`config.mk`:
```
export PLATFORM = sky130hd
export DESIGN_NAME = frontend_inst_queue
export DESIGN_NICKNAME = d
export VERILOG_FILES = /design/src/rtl/frontend_inst_queue.sv
export SDC_FILE = /design/constraint.sdc
export NUM_CORES = 1
export LEC_CHECK = 0
export ABC_CLOCK_PERIOD_IN_PS = 5500
export CORE_MARGIN = 1.5
export CORE_UTILIZATION = 55
export DETAILED_ROUTE_END_ITERATION = 10
export GPL_ROUTABILITY_DRIVEN = 0
export HOLD_SLACK_MARGIN = 0.02
export PLACE_DENSITY = 0.86
export SLEW_MARGIN = 20
export SYNTH_ARGS = -nofsm -noshare
export SYNTH_HDL_FRONTEND = slang
export SYNTH_SLANG_ARGS = --single-unit
```
`constraint.sdc`:
```
create_clock -name clk -period 5.5 [get_ports clk]
set_input_delay 1.375 -clock clk [delete_from_list [all_inputs] [get_ports clk]]
set_output_delay 1.375 -clock clk [all_outputs]
set_load 0.01 [all_outputs]
```
`src/rtl/frontend_inst_queue.sv`:
```
// frontend_inst_queue
//   Multi-port circular instruction queue between fetch and decode/issue.
//   Up to WRITE_PORT entries are written per cycle (sparse valid masks are
//   compacted in ascending lane order, whole packets only), and up to
//   READ_PORT of the oldest entries are presented per cycle.
//
// Ports
//   clk, rst_n      : clock, asynchronous active-low reset
//   flush_i         : synchronous clear of all contents
//   write_valid_i   : per-lane write valid mask (holes allowed)
//   write_data_i    : lane k at [k*DATA_WIDTH +: DATA_WIDTH]
//   write_ready_o   : free space for a full WRITE_PORT packet
//   read_valid_o    : thermometer code, bit k set when count > k
//   read_data_o     : lane k = k-th oldest entry
//   read_num_i      : entries consumed this cycle (clamped)
//   stall_i         : backend stall, suppresses consumption
//   count_o         : current occupancy
module frontend_inst_queue #(
  parameter int unsigned DATA_WIDTH = 64,
  parameter int unsigned WRITE_PORT = 2,
  parameter int unsigned READ_PORT  = 2,
  parameter int unsigned DEPTH      = 8
) (
  input  logic                                clk,
  input  logic                                rst_n,
  input  logic                                flush_i,
  input  logic [WRITE_PORT-1:0]               write_valid_i,
  input  logic [WRITE_PORT*DATA_WIDTH-1:0]    write_data_i,
  output logic                                write_ready_o,
  output logic [READ_PORT-1:0]                read_valid_o,
  output logic [READ_PORT*DATA_WIDTH-1:0]     read_data_o,
  input  logic [$clog2(READ_PORT+1)-1:0]      read_num_i,
  input  logic                                stall_i,
  output logic [$clog2(DEPTH+1)-1:0]          count_o
);

  localparam int unsigned PTR_W = $clog2(DEPTH);
  localparam int unsigned CNT_W = $clog2(DEPTH+1);

  logic [DATA_WIDTH-1:0] r_mem [DEPTH];
  logic [PTR_W-1:0]      r_rd_ptr;
  logic [PTR_W-1:0]      r_wr_ptr;
  logic [CNT_W-1:0]      r_count;

  logic                  w_push;
  logic [CNT_W-1:0]      w_n_push;
  logic [CNT_W-1:0]      w_req;
  logic [CNT_W-1:0]      w_n_pop;
  logic [PTR_W-1:0]      w_lane_slot [WRITE_PORT];

  // Ready looks only at registered occupancy; a same-cycle pop does not help.
  assign write_ready_o = (r_count <= CNT_W'(DEPTH - WRITE_PORT));
  assign w_push        = write_ready_o & (|write_valid_i) & ~flush_i;
  assign count_o       = r_count;

  // Compaction: each valid lane lands after all lower-numbered valid lanes.
  always_comb begin
    w_n_push = '0;
    for (int k = 0; k < WRITE_PORT; k++) begin
      w_lane_slot[k] = r_wr_ptr + PTR_W'(w_n_push);
      if (write_valid_i[k]) begin
        w_n_push = w_n_push + CNT_W'(1);
      end
    end
  end

  // Pop amount: clamp to port count and occupancy, zero under stall.
  always_comb begin
    w_req = CNT_W'(read_num_i);
    if (w_req > CNT_W'(READ_PORT)) begin
      w_req = CNT_W'(READ_PORT);
    end
    if (w_req > r_count) begin
      w_req = r_count;
    end
    w_n_pop = stall_i ? '0 : w_req;
  end

  // Pointer and occupancy state; flush overrides push and pop.
  always_ff @(posedge clk or negedge rst_n) begin
    if (!rst_n) begin
      r_rd_ptr <= '0;
      r_wr_ptr <= '0;
      r_count  <= '0;
    end else if (flush_i) begin
      r_rd_ptr <= '0;
      r_wr_ptr <= '0;
      r_count  <= '0;
    end else begin
      if (w_push) begin
        r_wr_ptr <= r_wr_ptr + PTR_W'(w_n_push);
      end
      r_rd_ptr <= r_rd_ptr + PTR_W'(w_n_pop);
      r_count  <= r_count + (w_push ? w_n_push : '0) - w_n_pop;
    end
  end

  // Entry storage; validity is tracked by r_count, so no reset is needed.
  always_ff @(posedge clk) begin
    if (w_push) begin
      for (int k = 0; k < WRITE_PORT; k++) begin
        if (write_valid_i[k]) begin
          r_mem[w_lane_slot[k]] <= write_data_i[k*DATA_WIDTH +: DATA_WIDTH];
        end
      end
    end
  end

  // Read lanes index from the head and wrap naturally through pointer width.
  always_comb begin
    read_valid_o = '0;
    read_data_o  = '0;
    for (int k = 0; k < READ_PORT; k++) begin
      read_valid_o[k] = (r_count > CNT_W'(k));
      read_data_o[k*DATA_WIDTH +: DATA_WIDTH] = r_mem[r_rd_ptr + PTR_W'(k)];
    end
  end

endmodule

```
### Word-level counts from Yosys, hierarchy flattened

Memory sizes are Yosys's and may differ from the RTL's.
Index checks and enable logic that the tools add are counted.

| word-level totals | value |
|---|---|
| bits in registers | 10 |
| memories | 1 |
| memory bits (writable) | 512 |
| output and inout bits | 135 |
| input port bits | 136 |

| operators by class | value |
|---|---|
| reduce and logical (&&, ||, !) cells | 2 |
| muxes and demuxes | 16 |
| magnitude comparators | 5 |
| add/subtract/negate cells | 7 |
| bitwise operators | 3 |

Memory list:

| memory | words | width | read ports | clocked after Yosys merged registers in | wr ports | RTL line | source |
|---|---|---|---|---|---|---|---|
| r_mem | 8 | 64 | 2 | 0 | 2 | 40 | `logic [DATA_WIDTH-1:0] r_mem [DEPTH];` |

Operator list:

| kind | count |
|---|---|
| $mux 4 | 5 |
| $add 3x3->3 | 3 |
| $mux 3 | 3 |
| $gt 4x1->1 const B | 2 |
| $mux 1 | 7 |
| $add 4x1->4 const B | 1 |
| $add 4x4->4 | 1 |
| $gt 4x4->1 | 1 |
| $le 4x3->1 const B | 1 |
| $sub 4x4->4 | 1 |
| $add 3x1->3 const B | 1 |
| $and 1x1->1 | 2 |
| $gt 2x2->1 const B | 1 |
| $mux 2 | 1 |
| $reduce_bool 2->1 | 1 |
| $reduce_or 2->1 | 1 |
| $not 1->1 | 1 |

### Depth between registers and ports, before layout

| logic depth | value |
|---|---|
| word-level depth | 7 |
| depth in mapped cells | 13 |

### Worst setup path before layout

Ideal clock, no wire load.

| timing | value |
|---|---|
| path kind | input-to-reg |
| start point | in write_valid_i[0] |
| end point | mem r_mem[2][0], enable pin |
| cell stages on the path | 6 |
| data arrival time | 5.467 ns |
| library setup time | 0.507 ns |
| data required time | 4.993 ns |
| path slack | -0.474 ns |
| path buffers | 1 |
| cell sequence | inv_1 ha_1 a311oi_4 nand2b_2 buf_4 a21oi_1 |

RTL lines:

| item | RTL line | source |
|---|---|---|
| start: declaration | 27 | `input logic [WRITE_PORT-1:0] write_valid_i,` |
| end: declaration | 40 |  |

### Worst setup path in the final report

| timing | value |
|---|---|
| start point | reg r_rd_ptr[0] |
| end point | out read_data_o[67] |

| between the ends | value |
|---|---|
| word-level cells in the longest chain between the ends | 2 |

Ends and longest elaborated chain:

| item | RTL line | source |
|---|---|---|
| start: declaration | 41 | `logic [PTR_W-1:0] r_rd_ptr;` |
| start signal: assignment | 93 | `r_rd_ptr <= r_rd_ptr + PTR_W'(w_n_pop);` |
| $add 3x1->3 | 115 | `read_data_o[k*DATA_WIDTH +: DATA_WIDTH] = r_mem[r_rd_ptr + PTR_W'(k)];` |
| $mem_v2 8x64 | - |  |
| end: declaration | 31 | `output logic [READ_PORT*DATA_WIDTH-1:0] read_data_o,` |

No other way between the ends.

==> flow_summary.ini <==
[power_and_ir_drop]
cellPowerDensity_mw_per_mm2 = 374
p_total_mw = 13.6
ir_drop_uv = 295
leakage_nw = 11.8

[grt]
grt_pass1_wl_um = 119000
antenna_found_initial = 13
grt_pass1_vias = 18981
grt_start_max_net_pins = 124
overflow = 0
grtUsageTotal_pct = 28.0

[floorplanning]
start_util_pct = 55.5
core_area_mm2 = 0.0562
num_io_pins = 271
num_rows = 87
die_area_mm2 = 0.0582
die_x_um = 241
die_h_um = 241

[critical_path]
r2r_start = count_o[1]
crit_type = reg2out
arrival_ns = 3.75
crit_start = r_rd_ptr[0]
crit_required_ns = 4.12
cp_max_fo = 34
worst_setup_path_start_kind = flip-flop
endpoint_kind = output pin

[placement]
dp_hpwl_um = 46700
port_buffers = 270

[route]
vias = 17865
firstDrtPassIters = 5
ant_nets = 0
viasPerCell = 6.63
wl_um = 80800
drc = 0
drtIter0Drc = 1725
routedWlPerCell_um = 30.0

[sta]
layout_min_cycle_time_ns = 5.13
period_share_pct = 93.2
rsz0062_at_grt = no
maxSlewViolCount = 0
hold_viol_final = 0
final.setup.tns_ns = 0
fmax_mhz = 195
setup_viol = 0
slew_headroom_pct = 29.6
worst_pin_slew_ns = 1.06
clock_skew_ns = 0.0143

[cts]
path_clk_slew_ns = 0.06
numCtsBuffers = 54
cts_hold_buf = 0
post_cts_buffers = 0
cts_root_buf = clkbuf_16
cts_max_level = 2
cts_buffer_depth = 3
insertion_delay_ns = 0.61
cts_tree = yes
cts.sinks = 522
cts_resized = 0

[min_path]
hold_start = r_wr_ptr[0]
hold_path_class = reg2reg

[synth]
synth_nets = 1803
yosys_register_bits = 522
synthesis.area_mm2 = 0.0312
synth_cells = 1649
seq_area_frac_synth_pct = 50.1
yosysUniqueCellTypes = 43
async_flop_share_pct = 1.92
synth-edff-count = 512
synthFlopType = edfxtp_1
syn_area_per_cell_um2 = 18.9
synth_warnings = 0

[run_status]
status = finished, final reports clean

[layout]
layout-drive-gt1-share_pct = 49.8
nets = 2044
area_growth_pct = 17.0

[job]
timing.max_cap.violations = 0
final timing paths:
check	endpoint	cells after the start	slack (ns)
worst max-delay path	read_data_o[67]	5	0.37
worst min-delay path	r_wr_ptr[0]	2	0.68
min in group asynchronous	r_wr_ptr[1]	1	1.09
max in group asynchronous	r_rd_ptr[0]	1	4.04
worst min register to register	r_wr_ptr[0]	2	0.68
worst max register to register	count_o[3]	13	2.32
synthesized netlist by cell type (6+ instances only):
cell	n	area (µm²)
buf_12	25	500
buf_2	49	245
buf_6	15	169
clkbuf_1	32	120
dfrtp_1	10	250
edfxtp_1	512	15400
ha_1	14	175
inv_1	10	37.5
mux2_1	77	867
mux2_2	374	4210
mux2_4	190	2850
mux4_2	256	5770
nand3_1	6	30.0
nor2_1	17	63.8
nor2b_1	7	43.8
state kept, by name (all words and copies together) (netlist names):
register and count:
count_o 4, r_rd_ptr 3, r_mem 512, r_wr_ptr 3
area by class of cell:
cell class / instances / area, µm²
clock inverters: 29 / 458
multi-input cells: 991 / 14600
well taps: 756 / 946
diodes: 7 / 17.5
fillers: 3771 / 19700
flip-flops and latches: 522 / 15600
inverters: 10 / 37.5
repair buffers: 311 / 3340
clock buffers: 69 / 1470
where the power goes:
part	total [mW]	leakage [nW]	internal [mW]	switching [mW]
combinational	4.80	6.10	2.66	2.14
sequential	4.80	4.75	4.63	0.165
clock	4.04	0.940	2.48	1.56
logic make-up (layout without fill, tap and decap cells):
kind of cell / count (synthesis) / count (layout) / synth area share [%]
compound gates: 14 / 14 / 0.353
mux: 900 / 900 / 44.0
simple gates: 50 / 50 / 0.991
flops: 522 / 522 / 50.1
buf+inv: 136 / 419 / 3.51
other cells: 1 / 8 / 0.0120
fa+ha+maj: 18 / 18 / 0.818
xor+xnor: 8 / 8 / 0.225
per-layer routing:
metal,track usage (%),vias to the layer above,wire (µm)
li1,-,7414,-
met3,5.52,159,5930
met2,46.6,783,40300
met4,9.13,14,2360
met1,37.3,9495,32100
met5,0,-,90
worst max-delay path, stage by stage, from the launching register on:
cell and delay, ns:
dfrtp_4 0.67, ha_4 0.76, buf_4 0.46, mux4_2 0.38, mux2_2 0.32, clkdlybuf4s50_1 0.50
per-stage QoR:
step	util (%)	area (µm²)	instances	setup slack, ns	hold WS (ns)
final	65.0	36500	2695	0.374	0.680
after global routing	65.0	36500	2693	0.255	0.735
after CTS	64.9	36500	2688	0.335	0.684
after detailed placement	61.5	34600	2590	0.773	0.670
after global placement	61.5	34600	2590	0.890	0.671
after floorplan	-	31200	1649	-0.474	0.610
layout by cell type (no fill, tap or decap), types with 7 or more instances in the layout:
cell             instances
edfxtp_1               512
clkdlybuf4s50_1        270
clkbuf_16               57
buf_4                   15
ha_1                    13
mux4_2                 256
clkbuf_1                12
dfrtp_1                  7
nor2b_1                  7
diode_2                  7
mux2_4                 190
inv_1                   10
nor2_1                  13
clkinv_1                10
mux2_1                  77
mux2_2                 374
bufinv_16               13
buf_12                  26
(Power assumes the default switching activity.)
